[config.mk]
export PLATFORM = sky130hd
export DESIGN_NAME = vga_scanout
export DESIGN_NICKNAME = d
export VERILOG_FILES = /design/src/rtl/vga_pkg.sv /design/src/rtl/vga_delay_line.sv /design/src/rtl/vga_scanout.sv
export SDC_FILE = /design/constraint.sdc
export NUM_CORES = 1
export LEC_CHECK = 0
export ABC_AREA = 1
export CORE_MARGIN = 2
export CORE_UTILIZATION = 51
export DETAILED_ROUTE_END_ITERATION = 8
export GPL_TIMING_DRIVEN = 0
export HOLD_SLACK_MARGIN = 0.1
export PLACE_DENSITY = 0.83
export SLEW_MARGIN = 10
export SYNTH_ARGS = -nofsm -noshare
export SYNTH_HDL_FRONTEND = slang
export SYNTH_SLANG_ARGS = --single-unit
[constraint.sdc]
create_clock -name wb_clk_i -period 3.17 [get_ports wb_clk_i]
set_clock_uncertainty 0.2 [all_clocks]
set_input_delay 0.634 -clock wb_clk_i [delete_from_list [all_inputs] [get_ports wb_clk_i]]
set_output_delay 0.634 -clock wb_clk_i [all_outputs]
set_load 0.05 [all_outputs]
[src/rtl/vga_pkg.sv]
// Shared VGA timing defaults, derived totals/widths and the raw timing-flag record.
package vga_pkg;

  function automatic int unsigned cnt_width(input int unsigned n);
    return (n > 1) ? $clog2(n) : 1;
  endfunction

  localparam int unsigned COLOR_BITS_DEF = 4;

  localparam int unsigned H_ACTIVE_DEF = 640;
  localparam int unsigned H_FP_DEF     = 16;
  localparam int unsigned H_SYNC_DEF   = 96;
  localparam int unsigned H_BP_DEF     = 48;
  localparam int unsigned H_TOTAL_DEF  = H_ACTIVE_DEF + H_FP_DEF + H_SYNC_DEF + H_BP_DEF;

  localparam int unsigned V_ACTIVE_DEF = 480;
  localparam int unsigned V_FP_DEF     = 10;
  localparam int unsigned V_SYNC_DEF   = 2;
  localparam int unsigned V_BP_DEF     = 33;
  localparam int unsigned V_TOTAL_DEF  = V_ACTIVE_DEF + V_FP_DEF + V_SYNC_DEF + V_BP_DEF;

  localparam int unsigned X_W_DEF = cnt_width(H_TOTAL_DEF);
  localparam int unsigned Y_W_DEF = cnt_width(V_TOTAL_DEF);

  localparam bit          HSYNC_POL_DEF  = 1'b0;
  localparam bit          VSYNC_POL_DEF  = 1'b0;
  localparam int unsigned CLK_DIV_DEF    = 2;
  localparam int unsigned PIPE_DEPTH_DEF = 2;

  // Sync fields hold "inside the pulse window", not the pin level.
  typedef struct packed {
    logic active;
    logic hsync;
    logic vsync;
  } raw_t;

endpackage

[src/rtl/vga_delay_line.sv]
// Tick-gated shift register; DEPTH=0 is a straight wire.
module vga_delay_line #(
  parameter int unsigned WIDTH = 3,
  parameter int unsigned DEPTH = 2
) (
  input  logic             clk,
  input  logic             rst,
  input  logic             clr,
  input  logic             adv,
  input  logic [WIDTH-1:0] din,
  output logic [WIDTH-1:0] dout
);

  generate
    if (DEPTH == 0) begin : g_bypass
      logic unused_ctl;
      always_comb begin
        dout       = din;
        unused_ctl = clk ^ rst ^ clr ^ adv;
      end
    end else begin : g_pipe
      logic [WIDTH-1:0] stage [DEPTH];

      always_ff @(posedge clk) begin
        if (rst || clr) begin
          for (int unsigned i = 0; i < DEPTH; i++) stage[i] <= '0;
        end else if (adv) begin
          stage[0] <= din;
          for (int unsigned i = 1; i < DEPTH; i++) stage[i] <= stage[i-1];
        end
      end

      always_comb dout = stage[DEPTH-1];
    end
  endgenerate

endmodule

[src/rtl/vga_scanout.sv]
// VGA raster generator: pixel-tick divider, x/y counters, sync/active decode,
// pixel-source latency compensation and registered pin outputs.
module vga_scanout
  import vga_pkg::*;
#(
  parameter int unsigned COLOR_BITS = COLOR_BITS_DEF,
  parameter int unsigned H_ACTIVE   = H_ACTIVE_DEF,
  parameter int unsigned H_FP       = H_FP_DEF,
  parameter int unsigned H_SYNC     = H_SYNC_DEF,
  parameter int unsigned H_BP       = H_BP_DEF,
  parameter int unsigned V_ACTIVE   = V_ACTIVE_DEF,
  parameter int unsigned V_FP       = V_FP_DEF,
  parameter int unsigned V_SYNC     = V_SYNC_DEF,
  parameter int unsigned V_BP       = V_BP_DEF,
  parameter bit          HSYNC_POL  = HSYNC_POL_DEF,
  parameter bit          VSYNC_POL  = VSYNC_POL_DEF,
  parameter int unsigned CLK_DIV    = CLK_DIV_DEF,
  parameter int unsigned PIPE_DEPTH = PIPE_DEPTH_DEF,
  localparam int unsigned H_TOTAL   = H_ACTIVE + H_FP + H_SYNC + H_BP,
  localparam int unsigned V_TOTAL   = V_ACTIVE + V_FP + V_SYNC + V_BP,
  localparam int unsigned XW        = cnt_width(H_TOTAL),
  localparam int unsigned YW        = cnt_width(V_TOTAL)
) (
  input  logic                    wb_clk_i,
  input  logic                    wb_rst_i,
  input  logic                    en,
  input  logic [3*COLOR_BITS-1:0] pix_rgb,
  output logic [XW-1:0]           x,
  output logic [YW-1:0]           y,
  output logic                    tick,
  output logic                    line_start,
  output logic                    frame_start,
  output logic                    hsync,
  output logic                    vsync,
  output logic [COLOR_BITS-1:0]   red,
  output logic [COLOR_BITS-1:0]   green,
  output logic [COLOR_BITS-1:0]   blue,
  output logic                    de
);

  localparam int unsigned DW       = cnt_width(CLK_DIV);
  localparam int unsigned HS_START = H_ACTIVE + H_FP;
  localparam int unsigned HS_END   = H_ACTIVE + H_FP + H_SYNC;
  localparam int unsigned VS_START = V_ACTIVE + V_FP;
  localparam int unsigned VS_END   = V_ACTIVE + V_FP + V_SYNC;

  localparam logic [DW-1:0] DIV_LAST = DW'(CLK_DIV - 1);
  localparam logic [XW-1:0] X_LAST   = XW'(H_TOTAL - 1);
  localparam logic [YW-1:0] Y_LAST   = YW'(V_TOTAL - 1);

  logic [DW-1:0] div;
  logic          clear;
  raw_t          raw_now;
  raw_t          raw_dly;

  always_comb begin
    clear       = wb_rst_i || !en;
    tick        = !clear && (div == DIV_LAST);
    line_start  = tick && (x == '0);
    frame_start = line_start && (y == '0);
  end

  always_ff @(posedge wb_clk_i) begin
    if (clear || div == DIV_LAST) div <= '0;
    else                          div <= div + 1'b1;
  end

  always_ff @(posedge wb_clk_i) begin
    if (clear) begin
      x <= '0;
      y <= '0;
    end else if (tick) begin
      if (x == X_LAST) begin
        x <= '0;
        y <= (y == Y_LAST) ? '0 : y + 1'b1;
      end else begin
        x <= x + 1'b1;
      end
    end
  end

  // Compares are done at 32 bits so window ends equal to the total never truncate.
  always_comb begin
    raw_now.active = (32'(x) < H_ACTIVE) && (32'(y) < V_ACTIVE);
    raw_now.hsync  = (32'(x) >= HS_START) && (32'(x) < HS_END);
    raw_now.vsync  = (32'(y) >= VS_START) && (32'(y) < VS_END);
  end

  vga_delay_line #(
    .WIDTH($bits(raw_t)),
    .DEPTH(PIPE_DEPTH)
  ) u_delay (
    .clk (wb_clk_i),
    .rst (wb_rst_i),
    .clr (!en),
    .adv (tick),
    .din (raw_now),
    .dout(raw_dly)
  );

  always_ff @(posedge wb_clk_i) begin
    if (clear) begin
      de                 <= 1'b0;
      hsync              <= !HSYNC_POL;
      vsync              <= !VSYNC_POL;
      {red, green, blue} <= '0;
    end else if (tick) begin
      de                 <= raw_dly.active;
      hsync              <= raw_dly.hsync ? HSYNC_POL : !HSYNC_POL;
      vsync              <= raw_dly.vsync ? VSYNC_POL : !VSYNC_POL;
      {red, green, blue} <= raw_dly.active ? pix_rgb : '0;
    end
  end

endmodule

==> results of run 1 <==
## routing by layer
metal	track usage	vias up
met5	0	-
met4	0.0740	0
met3	0.0483	6
met2	0.377	67
met1	0.282	920
li1	-	1002
## worst max-delay path by stage
| stage | end | cells past startpoint | slack, ns |
|---|---|---|---|
| floorplan | frame_start | 6 | 0.32 |
| global placement | frame_start | 7 | -0.35 |
| detailed placement | frame_start | 7 | -0.39 |
| CTS | line_start | 7 | 0.004 |
| global route | tick | 7 | 0.02 |
| finish | tick | 6 | 0.09 |
## worst max-delay path, cell delays in order
cell	delay, ns
clkdlybuf4s50_1	0.50
nand3_2	0.13
buf_4	0.20
clkinv_2	0.08
buf_4	0.17
dlygate4sd2_1	0.54
## power breakdown
group | total, mW | switching (mW) | leakage [nW] | internal [mW]
registers | 0.548 | 0.00314 | 0.358 | 0.545
logic | 0.0596 | 0.0338 | 0.689 | 0.0257
clock network | 0.360 | 0.184 | 0.0472 | 0.175
total | 0.967 | 0.221 | 1.09 | 0.746
## cells in the mapped netlist, types with 2 or more instances
cell type,instances
dfxtp_1,36
inv_1,45
nand2_2,2
o21ai_0,7
nand4_1,9
nand2_4,2
a32o_1,12
nand2_1,53
nor2_1,38
nor2_2,3
nand3_1,19
a21oi_1,9
buf_4,3
nor3_1,4
nor2_4,2
nor4_1,4
ha_1,4
edfxtp_1,6
clkinv_2,2
## registers in the layout (all words and copies together), names as in the netlist
name                  cells
hsync                     1
vsync                     1
y                        10
de                        1
green                     4
u_delay.g_pipe.stage      6
div                       1
x                        10
blue                      4
red                       4
## cell families after synthesis
logic type | count (synthesis) | synth area share
XOR/XNOR | 1 | 0.00428
AO/OA/AOI/OAI | 31 | 0.110
buffers and inverters | 55 | 0.112
AND/OR/NAND/NOR | 138 | 0.309
flip-flops | 42 | 0.441
adder cells (fa/ha/maj) | 4 | 0.0245
## final cells by class
cell class	count	area (µm²)	area share
clock inverters	2	12.5	0.00460
multi-input cells	174	921	0.339
flip-flops and latches	42	901	0.331
repair buffers	52	509	0.187
plain buffers	6	42.5	0.0157
inverters	49	186	0.0686
clock buffers	6	82.6	0.0304
well taps	50	62.6	0.0230
## per-stage QoR
stage	area (µm²)	worst slack (ns)	utilization	power (mW)
final	2720	0.0855	0.694	0.967
after global routing	2720	0.0170	0.694	1.01
after CTS	2730	0.00431	0.697	0.979
after detailed placement	2630	-0.389	0.673	0.621
after global placement	2630	-0.355	0.673	0.620
after floorplan	2050	0.316	-	0.591
==> metrics, run 1 <==
top_reg_cell synth=dfxtp_1; Hold Path Origin=u_delay.g_pipe.stage[0][3]$_SDFFCE_PN0P_; final WL=4790 µm; max_cap viols=0; Reg2Reg Capture Point=y[1]$_SDFFE_PP0P_; commonest cells after routing, fill and taps aside=53 x nand2_1, 49 x clkdlybuf4s50_1, 45 x inv_1, 38 x nor2_1, 36 x dfxtp_1; clk_lat worst skew=0.29 ns; die width=67.3 µm; Routed WL per cell=12.6 µm; TNS Setup=0 ns; io pins=53; crit path time final=3.08 ns; Placed Instances=373; CTS Buf Count=5; Hold Fails Final Rpt=0; gr usage total=0.223; detailed-route DRC error count=0; Post-Route M1 WL=2120 µm; die area=4530 µm²; initial antenna violation count=0; placed wire-length estimate=3660 µm; largest net degree at the start of global routing=14; number of DRC markers in iteration 0=85; CTS Sinks=42; Post-synth EDFFs=6; CP Class=primary input to output pin; synth top area cells=dfxtp_1 35%, nand2_1 9.7%, edfxtp_1 8.8%; post-synthesis cell type count=30; vias in the first global route=1721; P per Cell Area=356 nW/µm²; critical path launch point type=primary input; # hold bufs at CTS=0; drt first pass iters=4; Site Rows=23; status=finished clean; share of cells above drive strength 1=0.0876; first-pass GRT wire length=7630 µm; area grow syn2layout=32.9%; Leak=1.09 nW; wire length on met2=2310 µm; worst hold slack=0.230 ns; GR Overflow Total=0; commonest non-fill, non-tap cell in the layout=nand2_1; # port buffers=52; Synthesis Warnings=0; Final setup viols=0; Seq/Total Area, Yosys=0.441; Crit. Startpoint=en; R2R depth=8; diode count=0; Starting Density=0.522; largest area contributor in the netlist=dfxtp_1; critical path fanouts, max=10; CTS tree=built; Vias/cell=5.24; met3 WL=322 µm; FF+latch count, synth=42; post-cts gate resize count=6; crit end category=output pin; cell area after synthesis=2040 µm²; CP required=2.34 ns; H-Tree Depth=2; async set-or-reset flop fraction in the synthesized netlist=0; Post-Syn Instances=271; core area=3910 µm²; Post-CTS Setup Bufs=0; Worst Hold Class=register to register; CTS clk-pin slew, worst paths=0.08 ns; Final ANT Viol Nets=0; CTS Root Cell=clkbuf_8; Tcrit/Tclk final=0.973; RSZ-0062 raised after global routing=false; fill count=347; top routing layer in use=met4; Bufs on Longest Clock Path=2; Max Transition Viols Final=0; DIE HEIGHT=67.3 µm; final RePlAce weighted congestion=0.904; hold path depth=1; critical path arrival=2.25 ns; syn_nets=290; worst reg2reg setup slack=1.41 ns; Non-Filler Instances=381; Yosys top cell area share=0.353; worst-margin pin slew=0.509 ns; FF-to-FF Start=x[0]$_SDFFE_PP0P_; nets=349; VDD IR max=197 µV; syn avg cell area=7.54 µm²; vias=1995; hold endpoint=vsync$_SDFFE_PP1P_; Max Clk Rate=324 MHz; relative slew slack=0.660
(Power assumes the default switching activity.)
==> inputs of run 2 (changes only) <==
--- a/config.mk
+++ b/config.mk
@@ -7,11 +7,11 @@
 export LEC_CHECK = 0
 export ABC_AREA = 1
 export CORE_MARGIN = 2
-export CORE_UTILIZATION = 51
+export CORE_UTILIZATION = 48
 export DETAILED_ROUTE_END_ITERATION = 8
 export GPL_TIMING_DRIVEN = 0
 export HOLD_SLACK_MARGIN = 0.1
-export PLACE_DENSITY = 0.83
+export PLACE_DENSITY = 0.79
 export SLEW_MARGIN = 10
 export SYNTH_ARGS = -nofsm -noshare
 export SYNTH_HDL_FRONTEND = slang
==> constraint.sdc (replaced) <==
create_clock -name wb_clk_i -period 2.88 [get_ports wb_clk_i]
set_clock_uncertainty 0.2 [all_clocks]
set_input_delay 0.576 -clock wb_clk_i [delete_from_list [all_inputs] [get_ports wb_clk_i]]
set_output_delay 0.576 -clock wb_clk_i [all_outputs]
set_load 0.05 [all_outputs]
==> metrics, run 2 (synthesized netlist as in run 1, its figures left out) <==
status=finished clean; Tcrit/Tclk final=0.963; combinational share of power=0.067 (+0.005); number of DRC markers in iteration 0=148 (+74%); vias=1963 (-1.6%); CTS Root Cell=clkbuf_8; worst-margin pin slew=0.508 ns (-0.000596 ns); crit path time final=2.77 ns; slowest stage cell on the critical path=clkdlybuf4s50_1; Max Transition Viols Final=0 (unchanged); Design Power=1.03 mW (+6.9%); grt met2 use=0.315 (-0.0623); fill count=362 (+4.3%); Leak=1.11 nW (+1.5%); vias in the first global route=1675 (-2.7%); P_int=0.796 mW (+6.8%); RSZ-0062 raised after global routing=false; worst hold slack=0.220 ns (-0.00992 ns); Bufs on Longest Clock Path=2 (unchanged); Starting Density=0.504 (-0.0185); largest net degree at the start of global routing=14 (unchanged); Hold Fails Final Rpt=0 (unchanged); share of cells above drive strength 1=0.101 (+0.0139); critical path cell sequence=clkdlybuf4s50_1 -> inv_2 -> nand3_2 -> buf_6 -> clkinv_2 -> nand4_1 -> nor4_2 -> buf_4; Clock power frac=0.350 (-0.022); max_cap viols=0 (unchanged); first-pass GRT wire length=8140 µm (+6.6%); M1 GR Usage=0.301 (+0.0183); drt first pass iters=4 (unchanged); DIE HEIGHT=69.3 µm (+2.9%); H-Tree Depth=2 (unchanged); commonest cells after routing, fill and taps aside=53 x nand2_1, 48 x clkdlybuf4s50_1, 44 x inv_1, 38 x nor2_1, 36 x dfxtp_1; TNS Setup=0 ns (unchanged); # hold bufs at CTS=0 (unchanged); gr usage total=0.208 (-0.0150); die area=4800 µm² (+5.9%); GRT busiest layer=met2; clk_lat worst skew=0.29 ns (about the same); Max Clk Rate=360 MHz; core area=4060 µm² (+3.7%); Site Rows=23 (unchanged); Non-Filler Instances=385 (+1.0%); area grow syn2layout=34.5%; CTS Buf Count=5 (unchanged); io pins=53 (unchanged); CTS Sinks=42 (unchanged); critical path launch point type=primary input; die width=69.3 µm (+2.9%); final RePlAce weighted congestion=0.910 (+0.72%); CP required=2.10 ns (-0.24 ns); final core occ=0.677 (-0.0169); CP Class=primary input to output pin; critical path arrival=2.00 ns (-0.25 ns); Final ANT Viol Nets=0 (unchanged); placed wire-length estimate=3670 µm (+0.20%); crit end category=output pin; final WL=4910 µm (+2.5%); max incr delay on CP=0.42 ns (-0.12 ns); P per Cell Area=376 nW/µm² (+5.7%); initial antenna violation count=0 (unchanged); worst reg2reg setup slack=1.10 ns (-0.31 ns); Routed WL per cell=12.8 µm (+1.5%); Vias/cell=5.10 (-2.6%); commonest non-fill, non-tap cell in the layout=nand2_1; GR Util met3=0.0392 (-0.00909); P_sw=0.238 mW (+7.3%); detailed-route DRC error count=0 (unchanged); relative slew slack=0.660 (about the same); part of the power in registers=0.583 (+0.016); Placed Instances=373 (unchanged); CTS tree=built; diode count=0 (unchanged); Sw Share=0.230 (+0.000935); VDD IR max=265 µV (+35%); nets=353 (+1.1%); biggest regs=x: 10 flops, y: 10 flops, u_delay.g_pipe.stage: 6 flops; Worst Hold Class=register to register; GR Overflow Total=0 (unchanged); Final setup viols=0 (unchanged); CTS clk-pin slew, worst paths=0.08 ns (about the same); # port buffers=52 (unchanged); critical path fanouts, max=6 (-4)
-- run 2: power by group through the flow --
stage                     Combinational, mW  Clock [mW]  Sequential [mW]
final                                0.0688       0.362            0.603
after global routing                 0.0736       0.406            0.604
after CTS                            0.0665       0.374            0.603
after detailed placement             0.0670           0            0.617
after global placement               0.0666           0            0.616
after floorplan                      0.0289           0            0.621
-- run 2: area by class of cell --
class / instances / area (µm²) / area share
inverters: 49 / 186 / 0.0678
plain buffers: 6 / 46.3 / 0.0168
multi-input cells: 174 / 921 / 0.335
flip-flops and latches: 42 / 901 / 0.328
well taps: 50 / 62.6 / 0.0228
repair buffers: 56 / 547 / 0.199
clock inverters: 3 / 16.3 / 0.00592
clock buffers: 5 / 68.8 / 0.0250
-- run 2: path summary, 6_finish.rpt --
check / end / depth (start not counted) / startpoint
max reg2reg: y[1]$_SDFFE_PP0P_ / 8 / x[0]$_SDFFE_PP0P_
min: vsync$_SDFFE_PP1P_ / 1 / u_delay.g_pipe.stage[0][3]$_SDFFCE_PN0P_
max: frame_start / 8 / wb_rst_i
min reg2reg: vsync$_SDFFE_PP1P_ / 1 / u_delay.g_pipe.stage[0][3]$_SDFFCE_PN0P_
-- run 2: worst max-delay path: cells and delay by family --
family | cells | cell delay [ns]
buf+inv | 5 | 0.94
simple gates | 3 | 0.48
-- run 2: through the flow --
stage	instance area [µm²]	worst slack, ns
2_1_floorplan	2050	0.0839
3_3_place_gp	2630	-0.516
3_5_place_dp	2630	-0.532
4_1_cts	2710	0.00804
5_1_grt	2750	0.00447
6_report	2750	0.105
-- run 2: what timing repair did --
action                     4_1_cts  5_1_grt
pin swaps                        0        2
buffers inserted                 0        4
setup endpoints to repair        3        2
resized for setup               14        5
-- run 2: per-layer routing --
| layer | vias up | wire [µm] |
|---|---|---|
| met4 | 0 | 83 |
| met3 | 8 | 281 |
| met5 | - | 0 |
| met1 | 877 | 2370 |
| met2 | 71 | 2180 |
| li1 | 1007 | - |
==> inputs of run 3 (changes only) <==
--- a/config.mk
+++ b/config.mk
@@ -6,12 +6,14 @@
 export NUM_CORES = 1
 export LEC_CHECK = 0
 export ABC_AREA = 1
+export CELL_PAD_IN_SITES_DETAIL_PLACEMENT = 0
+export CELL_PAD_IN_SITES_GLOBAL_PLACEMENT = 1
 export CORE_MARGIN = 2
-export CORE_UTILIZATION = 48
+export CORE_UTILIZATION = 34
 export DETAILED_ROUTE_END_ITERATION = 8
 export GPL_TIMING_DRIVEN = 0
 export HOLD_SLACK_MARGIN = 0.1
-export PLACE_DENSITY = 0.79
+export PLACE_DENSITY_LB_ADDON = 0.1
 export SLEW_MARGIN = 10
 export SYNTH_ARGS = -nofsm -noshare
 export SYNTH_HDL_FRONTEND = slang
==> metrics, run 3 (synthesized netlist as in run 1, its figures left out) <==
status=finished clean; CTS Root Cell=clkbuf_8; slowest stage cell on the critical path=dfxtp_1; Leak=1.12 nW (+0.65%); area grow syn2layout=36.4%; Design Power=1.05 mW (+1.4%); CTS Buf Count=5 (unchanged); Final setup viols=0 (unchanged); critical path launch point type=register; CP delay by family, top=simple AND/OR/NAND/NOR gates; # hold bufs at CTS=0 (unchanged); die width=81.5 µm (+18%); Vias/cell=4.73 (-7.3%); CTS tree=built; detailed-route DRC error count=0 (unchanged); Routed WL per cell=12.6 µm (-1.4%); share of cells above drive strength 1=0.0988 (-0.00269); Hold Fails Final Rpt=0 (unchanged); Worst Hold Class=register to register; crit path time final=2.53 ns (-0.241 ns); nets=352 (-0.28%); CP required=2.10 ns (about the same); worst setup margin=0.347 ns (+0.241 ns); H-Tree Depth=2 (unchanged); final instance area=2790 µm² (+1.4%); Site Rows=28 (+22%); gr usage total=0.166 (-0.0423); crit end category=output pin; vias in the first global route=1748 (+4.4%); first-pass GRT wire length=8370 µm (+2.9%); critical path arrival=1.76 ns (-0.24 ns); largest net degree at the start of global routing=14 (unchanged); placed cell area=2670 µm² (+1.2%); critical path fanouts, max=6 (unchanged); CP Class=register to output pin; GR Overflow Total=0 (unchanged); die area=6650 µm² (+39%); vias=1933 (-1.5%); initial antenna violation count=0 (unchanged); Worst Path Buf+Inv=3 (-2); final RePlAce weighted congestion=0.798 (-12%); number of DRC markers in iteration 0=66 (-55%); most numerous cell on the critical path=inv_1; drt first pass iters=4 (unchanged); P per Cell Area=376 nW/µm² (about the same); clk_lat worst skew=0.30 ns (about the same); placed wire-length estimate=3830 µm (+4.5%); CTS Sinks=42 (unchanged); critical path cell sequence=inv_1 -> ha_1 -> inv_1 -> nor2_1 -> nand3_1 -> nor4_2 -> buf_4; Starting Density=0.349 (-0.154); CTS clk-pin slew, worst paths=0.08 ns (about the same); VDD IR max=172 µV (-35%); Final ANT Viol Nets=0 (unchanged); Bufs on Longest Clock Path=2 (unchanged); commonest cells after routing, fill and taps aside=53 x nand2_1, 47 x clkdlybuf4s50_1, 44 x inv_1, 38 x nor2_1, 36 x dfxtp_1; Tcrit/Tclk final=0.880 (-0.0838); max incr delay on CP=0.37 ns (-0.05 ns); biggest regs=x: 10 flops, y: 10 flops, u_delay.g_pipe.stage: 6 flops; Max Clk Rate=395 MHz (+9.5%); Max Transition Viols Final=0 (unchanged); io pins=53 (unchanged); diode count=0 (unchanged); worst-margin pin slew=0.508 ns (+0.000143 ns); core area=5850 µm² (+44%); final WL=5150 µm (+4.7%); RSZ-0062 raised after global routing=false; # port buffers=52 (unchanged); DIE HEIGHT=81.5 µm (+18%); max_cap viols=0 (unchanged); relative slew slack=0.660 (about the same); pre-CTS setup slack=-0.524 ns (+0.00868 ns); commonest non-fill, non-tap cell in the layout=nand2_1
==> run 3: metrics by stage <==
stage                     utilization  cells  hold WS (ns)  TNS (ns)
after floorplan                     -    271         0.200         0
after global placement          0.456    398         0.209     -1.37
after detailed placement        0.456    398         0.211     -1.34
after CTS                       0.469    406         0.223         0
after global routing            0.476    409         0.243         0
final                           0.476    409         0.219         0
==> run 3: worst reg2reg max path: stages, from the launching register on <==
cell	delay [ns]
dfxtp_1	0.40
ha_1	0.22
nand2_1	0.10
nor2_4	0.21
nand2_4	0.12
nand2_4	0.13
nand2_2	0.12
o21ai_0	0.11
nor2_1	0.05
==> run 3: power by group <==
part | switching [mW] | internal, mW | total (mW)
clock | 0.210 | 0.166 | 0.376
combinational | 0.0390 | 0.0304 | 0.0693
sequential | 0.00332 | 0.600 | 0.603
total | 0.253 | 0.796 | 1.05
==> run 3: what timing repair did <==
| action | CTS | global route |
|---|---|---|
| gates resized for setup | 13 | 10 |
| endpoints found under the hold margin | 0 | 0 |
| cloned | 0 | 0 |
| buffers inserted | 0 | 3 |
| pin swaps | 0 | 2 |
| setup endpoints to repair | 3 | 3 |
==> run 3: worst paths after layout <==
path,startpoint,endpoint,slack (ns),depth (start not counted)
worst min register to register,u_delay.g_pipe.stage[0][3]$_SDFFCE_PN0P_,vsync$_SDFFE_PP1P_,0.22,1
worst max register to register,x[0]$_SDFFE_PP0P_,y[1]$_SDFFE_PP0P_,1.10,8
worst min-delay path,u_delay.g_pipe.stage[0][3]$_SDFFCE_PN0P_,vsync$_SDFFE_PP1P_,0.22,1
worst max-delay path,y[0]$_SDFFE_PP0P_,frame_start,0.35,7
==> run 3: area by class of cell <==
type                       count  area, µm²
buffer                         6       50.0
clock buffer                   5       68.8
inverter                      49        188
multi-input combinational    174        928
timing repair buffer          55        542
clock inverter                 3       16.3
fill                         613       3060
tap                           75       93.8
sequential                    42        901
==> run 3: metal layers <==
metal	track usage	part of all wire	vias to the layer above
met5	0	0	-
met4	0.0712	0.017	0
met3	0.0374	0.064	7
met2	0.259	0.45	49
met1	0.220	0.47	867
li1	-	-	1010
